`config.mk`:
```
export PLATFORM = sky130hd
export DESIGN_NAME = bus_ctrl
export DESIGN_NICKNAME = d
export VERILOG_FILES = /design/src/rtl/bus_ctrl.sv
export SDC_FILE = /design/constraint.sdc
export NUM_CORES = 1
export LEC_CHECK = 0
export CAP_MARGIN = 20
export CORE_ASPECT_RATIO = 0.9
export CORE_MARGIN = 2
export CORE_UTILIZATION = 30
export CTS_BUF_LIST = sky130_fd_sc_hd__clkbuf_16
export CTS_CLUSTER_SIZE = 16
export DETAILED_ROUTE_END_ITERATION = 12
export GPL_TIMING_DRIVEN = 0
export PLACE_DENSITY = 0.63
export SYNTH_ARGS = -nofsm -noshare
export SYNTH_HDL_FRONTEND = slang
export SYNTH_SLANG_ARGS = --single-unit
```
`constraint.sdc`:
```
create_clock -name clk -period 1.6 [get_ports clk]
set_clock_uncertainty 0.15 [all_clocks]
set_input_delay 0.16 -clock clk [delete_from_list [all_inputs] [get_ports clk]]
set_output_delay 0.16 -clock clk [all_outputs]
set_load 0.05 [all_outputs]
```
`src/rtl/bus_ctrl.sv`:
```
// CPU-side bus controller: registers one CPU request, drives the enabled address
// decoder, waits on the selected slave with a timeout, and returns a one-cycle completion.
module bus_ctrl #(
   parameter int ADDR_WIDTH = 16,
   parameter int DATA_WIDTH = 32,
   parameter int SEL_SIZE = 4,
   parameter logic [(1<<SEL_SIZE)-1:0] MAP_MASK = '1,
   parameter int TIMEOUT = 15
) (
   input  logic                  clk,
   input  logic                  reset_n,
   input  logic                  cpu_req,
   input  logic                  cpu_we,
   input  logic [ADDR_WIDTH-1:0] cpu_addr,
   input  logic [DATA_WIDTH-1:0] cpu_wdata,
   output logic                  cpu_ready,
   output logic                  cpu_err,
   output logic [DATA_WIDTH-1:0] cpu_rdata,
   output logic                  dec_en,
   output logic [SEL_SIZE-1:0]   dec_addr,
   output logic [ADDR_WIDTH-1:0] bus_addr,
   output logic                  bus_we,
   output logic [DATA_WIDTH-1:0] bus_wdata,
   input  logic                  bus_wait,
   input  logic [DATA_WIDTH-1:0] bus_rdata
);

   localparam int CW = $clog2(TIMEOUT + 1);
   localparam logic [CW-1:0] TMAX = CW'(TIMEOUT);

   typedef enum logic [1:0] {IDLE, ACCESS, DONE} state_t;

   state_t                state, state_nx;
   logic [CW-1:0]         cnt, cnt_nx;
   logic                  ready_nx, err_nx, den_nx, bwe_nx;
   logic [DATA_WIDTH-1:0] rdata_nx, bwdata_nx;
   logic [SEL_SIZE-1:0]   daddr_nx;
   logic [ADDR_WIDTH-1:0] baddr_nx;
   logic [SEL_SIZE-1:0]   region;

   assign region = cpu_addr[ADDR_WIDTH-1 -: SEL_SIZE];

   always_ff @(posedge clk or negedge reset_n) begin
      if (!reset_n) begin
         state     <= IDLE;
         cnt       <= '0;
         cpu_ready <= 1'b0;
         cpu_err   <= 1'b0;
         cpu_rdata <= '0;
         dec_en    <= 1'b0;
         dec_addr  <= '0;
         bus_addr  <= '0;
         bus_we    <= 1'b0;
         bus_wdata <= '0;
      end else begin
         state     <= state_nx;
         cnt       <= cnt_nx;
         cpu_ready <= ready_nx;
         cpu_err   <= err_nx;
         cpu_rdata <= rdata_nx;
         dec_en    <= den_nx;
         dec_addr  <= daddr_nx;
         bus_addr  <= baddr_nx;
         bus_we    <= bwe_nx;
         bus_wdata <= bwdata_nx;
      end
   end

   // Every output is computed one cycle ahead so the registered copy lines up with the state.
   always_comb begin
      state_nx  = state;
      cnt_nx    = cnt;
      ready_nx  = 1'b0;
      err_nx    = cpu_err;
      rdata_nx  = cpu_rdata;
      den_nx    = dec_en;
      daddr_nx  = dec_addr;
      baddr_nx  = bus_addr;
      bwe_nx    = bus_we;
      bwdata_nx = bus_wdata;
      case (state)
         IDLE: begin
            if (cpu_req) begin
               daddr_nx  = region;
               baddr_nx  = cpu_addr;
               bwe_nx    = cpu_we;
               bwdata_nx = cpu_wdata;
               if (MAP_MASK[region]) begin
                  state_nx = ACCESS;
                  den_nx   = 1'b1;
                  cnt_nx   = '0;
               end else begin
                  state_nx = DONE;
                  ready_nx = 1'b1;
                  err_nx   = 1'b1;
                  rdata_nx = '1;
                  den_nx   = 1'b0;
               end
            end
         end
         ACCESS: begin
            if (!bus_wait) begin
               state_nx = DONE;
               ready_nx = 1'b1;
               err_nx   = 1'b0;
               rdata_nx = bus_rdata;
               den_nx   = 1'b0;
            end else if (cnt == TMAX) begin
               state_nx = DONE;
               ready_nx = 1'b1;
               err_nx   = 1'b1;
               rdata_nx = '1;
               den_nx   = 1'b0;
            end else begin
               cnt_nx = cnt + CW'(1);
            end
         end
         DONE: begin
            state_nx = IDLE;
            den_nx   = 1'b0;
         end
         default: begin
            state_nx = IDLE;
            den_nx   = 1'b0;
         end
      endcase
   end

endmodule

```
== After elaboration in Yosys (flattened, before gate mapping) ==
Memory sizes are Yosys's and may differ from the RTL's.
Cells that the tools add are included.
Cells by class
  add/subtract/negate cells: 1
  order comparisons: 1
  equality and inequality tests: 8
  multiplexer cells: 31
  reduce and logical (&&, ||, !) cells: 6
Operators with widths (number)
  two-way mux 32 bit: 4
  case mux 32 bit (2 select lines): 1
  two-way mux 4 bit: 4
  two-way mux 1 bit: 13
  inequality test 2 bit, second input constant: 5
  two-way mux 2 bit: 4
  case mux 4 bit (2 select lines): 1
  case mux 1 bit (2 select lines): 3
  less-than comparator 4 x 5 -> 1 bit, second input constant: 1
  AND reduction 5 bit: 1
  adder 4 x 1 -> 4 bit, second input constant: 1
  == test 4 bit, second input constant: 1
  case mux 2 bit (2 select lines): 1
  AND reduction 2 bit: 2
  AND reduction 4 bit: 1
  inequality test 3 bit, second input constant: 1
  == test 2 x 1 -> 1 bit, second input constant: 1
  zero test 2 bit: 1
  nonzero test 2 bit: 1
Storage, ports and cells
  bits in registers: 94
  memory bits (read-only): 16
  bits of input ports: 85
  output and inout port bits: 88
  word-level logic and storage cells: 58
  memories: 1
Memory list
  (no name shown): words 16, bits a word 1, read ports 1, clocked after Yosys merged registers in 0, wr ports 0, line 88  | if (MAP_MASK[region]) begin

== Depth between registers and ports, before layout ==
  depth after elaboration: 5
  mapped depth: 5

== Worst setup path before layout ==
Ideal clock, no wire load.
  path type: flip-flop to flip-flop
  start: register state[0]
  end: register cnt[1]
  library setup time: 0.127 ns
  data arrival time: 1.401 ns
  required time: 1.323 ns
  slack: -0.078 ns
  stages on the path, launching flop included: 6
  buffers on the path: 2
  clock period less this slack: 1.678 ns
  cell sequence: dfrtp_1 or3b_1 buf_4 buf_6 nand2_1 mux2i_1
Between the ends
  longest elaborated chain between the ends: 3
  elaborated cells between the ends (all ways): 9
  classes of those cells: 5 x eq/ne; 1 x mux; 3 x reduce/logical
Ends and longest elaborated chain
  start: declaration: line 33  | state_t state, state_nx;
  start signal: assignment: line 56  | state <= state_nx;
  == test 2 x 1 -> 1 bit or zero test 2 bit (tied branches): line 81  | case (state)
  inequality test 2 bit (no line) or nonzero test 2 bit (tied branches)
  AND reduction 5 bit (no line)
  end signal: assignment: line 57  | cnt <= cnt_nx;
  end: declaration: line 34  | logic [CW-1:0] cnt, cnt_nx;
Several ways; a longest one is shown, not always the timed one.
A chain may end at the register's enable or synchronous reset.

==> results.toml <==
[placed_design]
dp_slack_ps = -204
io_buffers = 172
hpwlAfterDp_um = 6660
gp_congestion = 0.710

[timing]
max_slew_margin_pct = 62.2
finalCriticalPeriod_ps = 1560
min_period_over_period_pct = 97.6
worst_slack_ps = 37.9
rsz0062_at_grt = "yes"
tightest_slew_ps = 568
setup_viol = 0
clock.fmax_ghz = 0.640
hold_viol_final = 0
finalMaxSlewViolations = 0

[power_and_ir_drop]
swShare_pct = 49.9
p_sw_mw = 6.18
clockPowerShare_pct = 15.4
power_mw = 12.4
leakagePower_nw = 2.70
p_comb_share_pct = 54.2
ir_drop_mv = 0.904
power_density_nw_per_um2 = 2220
seq_power_share_pct = 30.4
p_int_mw = 6.21

[drt]
met2_length_um = 4390
wirelength_um = 8960
via_per_inst = 4.32
wl_per_cell_um = 13.5
dr.max_layer_used = "met4"
initialDrtViolationCount = 146
drc = 0
drt_pre_antenna_iters = 4
drt.antenna.violating_nets = 0
vias = 2867
met3WireLength_um = 649
met1_length_um = 3850

[worst_setup_path]
worst_setup_path_end_kind = "output pin"
r2r_cells = 5
slowest_delay_ps = 550
slowest_stage = "dlygate4sd2_1"
startpoint = "dec_addr[3]"
path_buf_inv = 1
r2r-start = "cnt[0]"
path_class = "reg -> out"
path_cells = "dlygate4sd2_1"
path_max_fanout = 3
reg2reg_to = "cpu_rdata[9]"
ff2ff_setup_slack_ps = 60
critPathLaunchType = "flop"
cp.arrival_ps = 1250
crit_family = "buffers and inverters"
worstPathRequired_ps = 1290

[floorplanning]
coreArea_um2 = 11300
rows = 37
dieWidth_um = 117
initial_utilization_pct = 30.5
die-area_um2 = 12300
num_io_pins = 173
die_y_um = 106

[final_layout]
nets = 589
syn2layout_area_growth_pct = 62.2
n_antenna_cell = 0
drive_above_1_share_pct = 9.84

[yosys]
synth.distinct_cells = 25
syn-num-nets = 404
synth_top_area_share_pct = 64.7
synth_cells = 318
yosys_register_bits = 89
netlist.top_cell.by_area = "dfrtp_1"
yosysWarnings = 0
yosysSeqAreaShare_pct = 64.7
synth_area_um2 = 3440
avgSynthCellArea_um2 = 10.8
ys_top_cells_by_area = "dfrtp_1, nand2_1, o22a_1, buf_6, buf_4"

[clock_network]
clock-sinks = 89
path_clk_slew_ps = 70
cts_root_buf = "clkbuf_16"
insertion_delay_ps = 330
clock_path_buffers = 2
cts_tree = "done"
htree_levels = 3
cts_made_buffers = 9

[worst_hold_path]
hp-start = "cpu_wdata[0]"
hold_depth = 3
hp-class = "in -> reg"
holdPathEnd = "bus_wdata[0]"

[global_route]
grt_max_degree = 49
track_usage_pct = 14.5
grt_pass1_wl_um = 14200
grt-ovfl-total = 0
antenna_found_initial = 0
grt_pass1_vias = 2956

[run]
cap_violations = 0

[run_status]
status = "finished, final reports clean"
-- state kept, by name, indices dropped and copies added, names as in the netlist --
| register | flops |
|---|---|
| bus_addr | 12 |
| cpu_ready | 1 |
| dec_addr | 4 |
| cnt | 4 |
| state | 2 |
| bus_wdata | 32 |
| cpu_err | 1 |
| bus_we | 1 |
| cpu_rdata | 32 |
-- metrics by stage --
step | utilization, % | cell area [µm²] | instances | TNS [ps] | hold slack (ps)
final | 49.4 | 5580 | 664 | 0 | 201
after global routing | 49.4 | 5580 | 664 | -481 | 194
after CTS | 49.3 | 5570 | 664 | 0 | 188
after detailed placement | 47.7 | 5390 | 647 | -10140 | 48.2
after global placement | 47.5 | 5360 | 646 | -283390 | 307
after floorplan | - | 3440 | 318 | 0 | -286
-- cell usage in the layout, fill, tap and decap left out, types with 2 or more instances in the layout --
cell and n:
clkbuf_16 9, clkinvlp_4 3, buf_4 9, clkdlybuf4s15_1 2
a21oi_1 2, clkinv_1 2, dfrtp_1 88, dlygate4sd2_1 80
nand2b_1 2, o22a_1 32, mux2i_1 4, buf_2 6
clkinv_4 2, nand2_1 151, clkdlybuf4s15_2 4, buf_6 10
clkdlybuf4s50_1 83
-- final cells by class --
cell class	instances	area, µm²
repair buffers	175	1660
multi-input cells	205	1030
clock buffers	9	225
flip-flops and latches	89	2230
well taps	156	195
fillers	1116	5710
clock inverters	7	47.5
inverters	1	3.75
plain buffers	22	188
-- logic make-up (layout without fill, tap and decap cells) --
| group | after synthesis | count (layout) | synth area share (%) |
|---|---|---|---|
| adders and majority gates | 1 | 1 | 0.363 |
| buffers and inverters | 24 | 214 | 5.45 |
| AOI/OAI and AO/OA | 38 | 38 | 9.56 |
| muxes | 4 | 4 | 1.16 |
| DFF | 89 | 89 | 64.7 |
| and+or+nand+nor | 162 | 162 | 18.8 |
-- power by group through the flow --
stage          Sequential, mW  Combinational, mW  Clock (mW)
6_report                 3.76               6.72        1.91
3_3_place_gp             3.80               7.35           0
3_5_place_dp             3.84               7.42           0
4_1_cts                  3.78               6.77        2.00
5_1_grt                  3.90               7.07        2.08
2_1_floorplan            7.12               1.46           0
-- cell usage after synthesis --
master and number:
nand2b_1 2, nor3b_2 1, nand3_2 1, mux2i_1 4
buf_4 8, o21a_1 1, a22o_1 1, o22ai_1 1
a21oi_1 2, buf_2 6, or2_1 1, ha_1 1
o22a_1 32, nor2_1 1, or3b_1 1, nand3_1 1
clkbuf_1 1, nand2_1 151, dfrtp_1 89, buf_6 8
and2b_1 1, and3_1 1, nor2b_1 1, a21oi_4 1
inv_1 1
-- metal layers --
layer	up-vias	track usage, %
met2	100	24.5
met1	1362	18.3
met4	0	3.28
met3	7	4.31
met5	-	0
li1	1398	-
-- how the worst max path moves through the flow --
| stage | to | slack (ps) | cells past startpoint |
|---|---|---|---|
| finish | bus_addr[15] | 40 | 1 |
| detailed placement | bus_wdata[26] | -200 | 5 |
| CTS | cpu_rdata[9] | 8 | 5 |
| global route | cpu_rdata[7] | -40 | 5 |
| global placement | state[0] | -3430 | 1 |
| floorplan | cnt[1] | 20 | 5 |
-- worst register-to-register path, stage by stage, from the launching register on --
cell     delay (ps)
dfrtp_1         380
ha_1            210
nand3_2         130
a21oi_4         250
buf_4           220
o22a_1          150
-- repair_timing --
| item | 4_1_cts | 5_1_grt |
|---|---|---|
| gates resized for setup | 98 | 7 |
| setup buffers | 0 | 1 |
| hold buffers | 1 | 0 |
| setup endpoints to repair | 95 | 38 |
| pin swaps | 0 | 1 |
| endpoints found under the hold margin | 41 | 0 |
No activity file was read; power rests on OpenSTA's default activity.
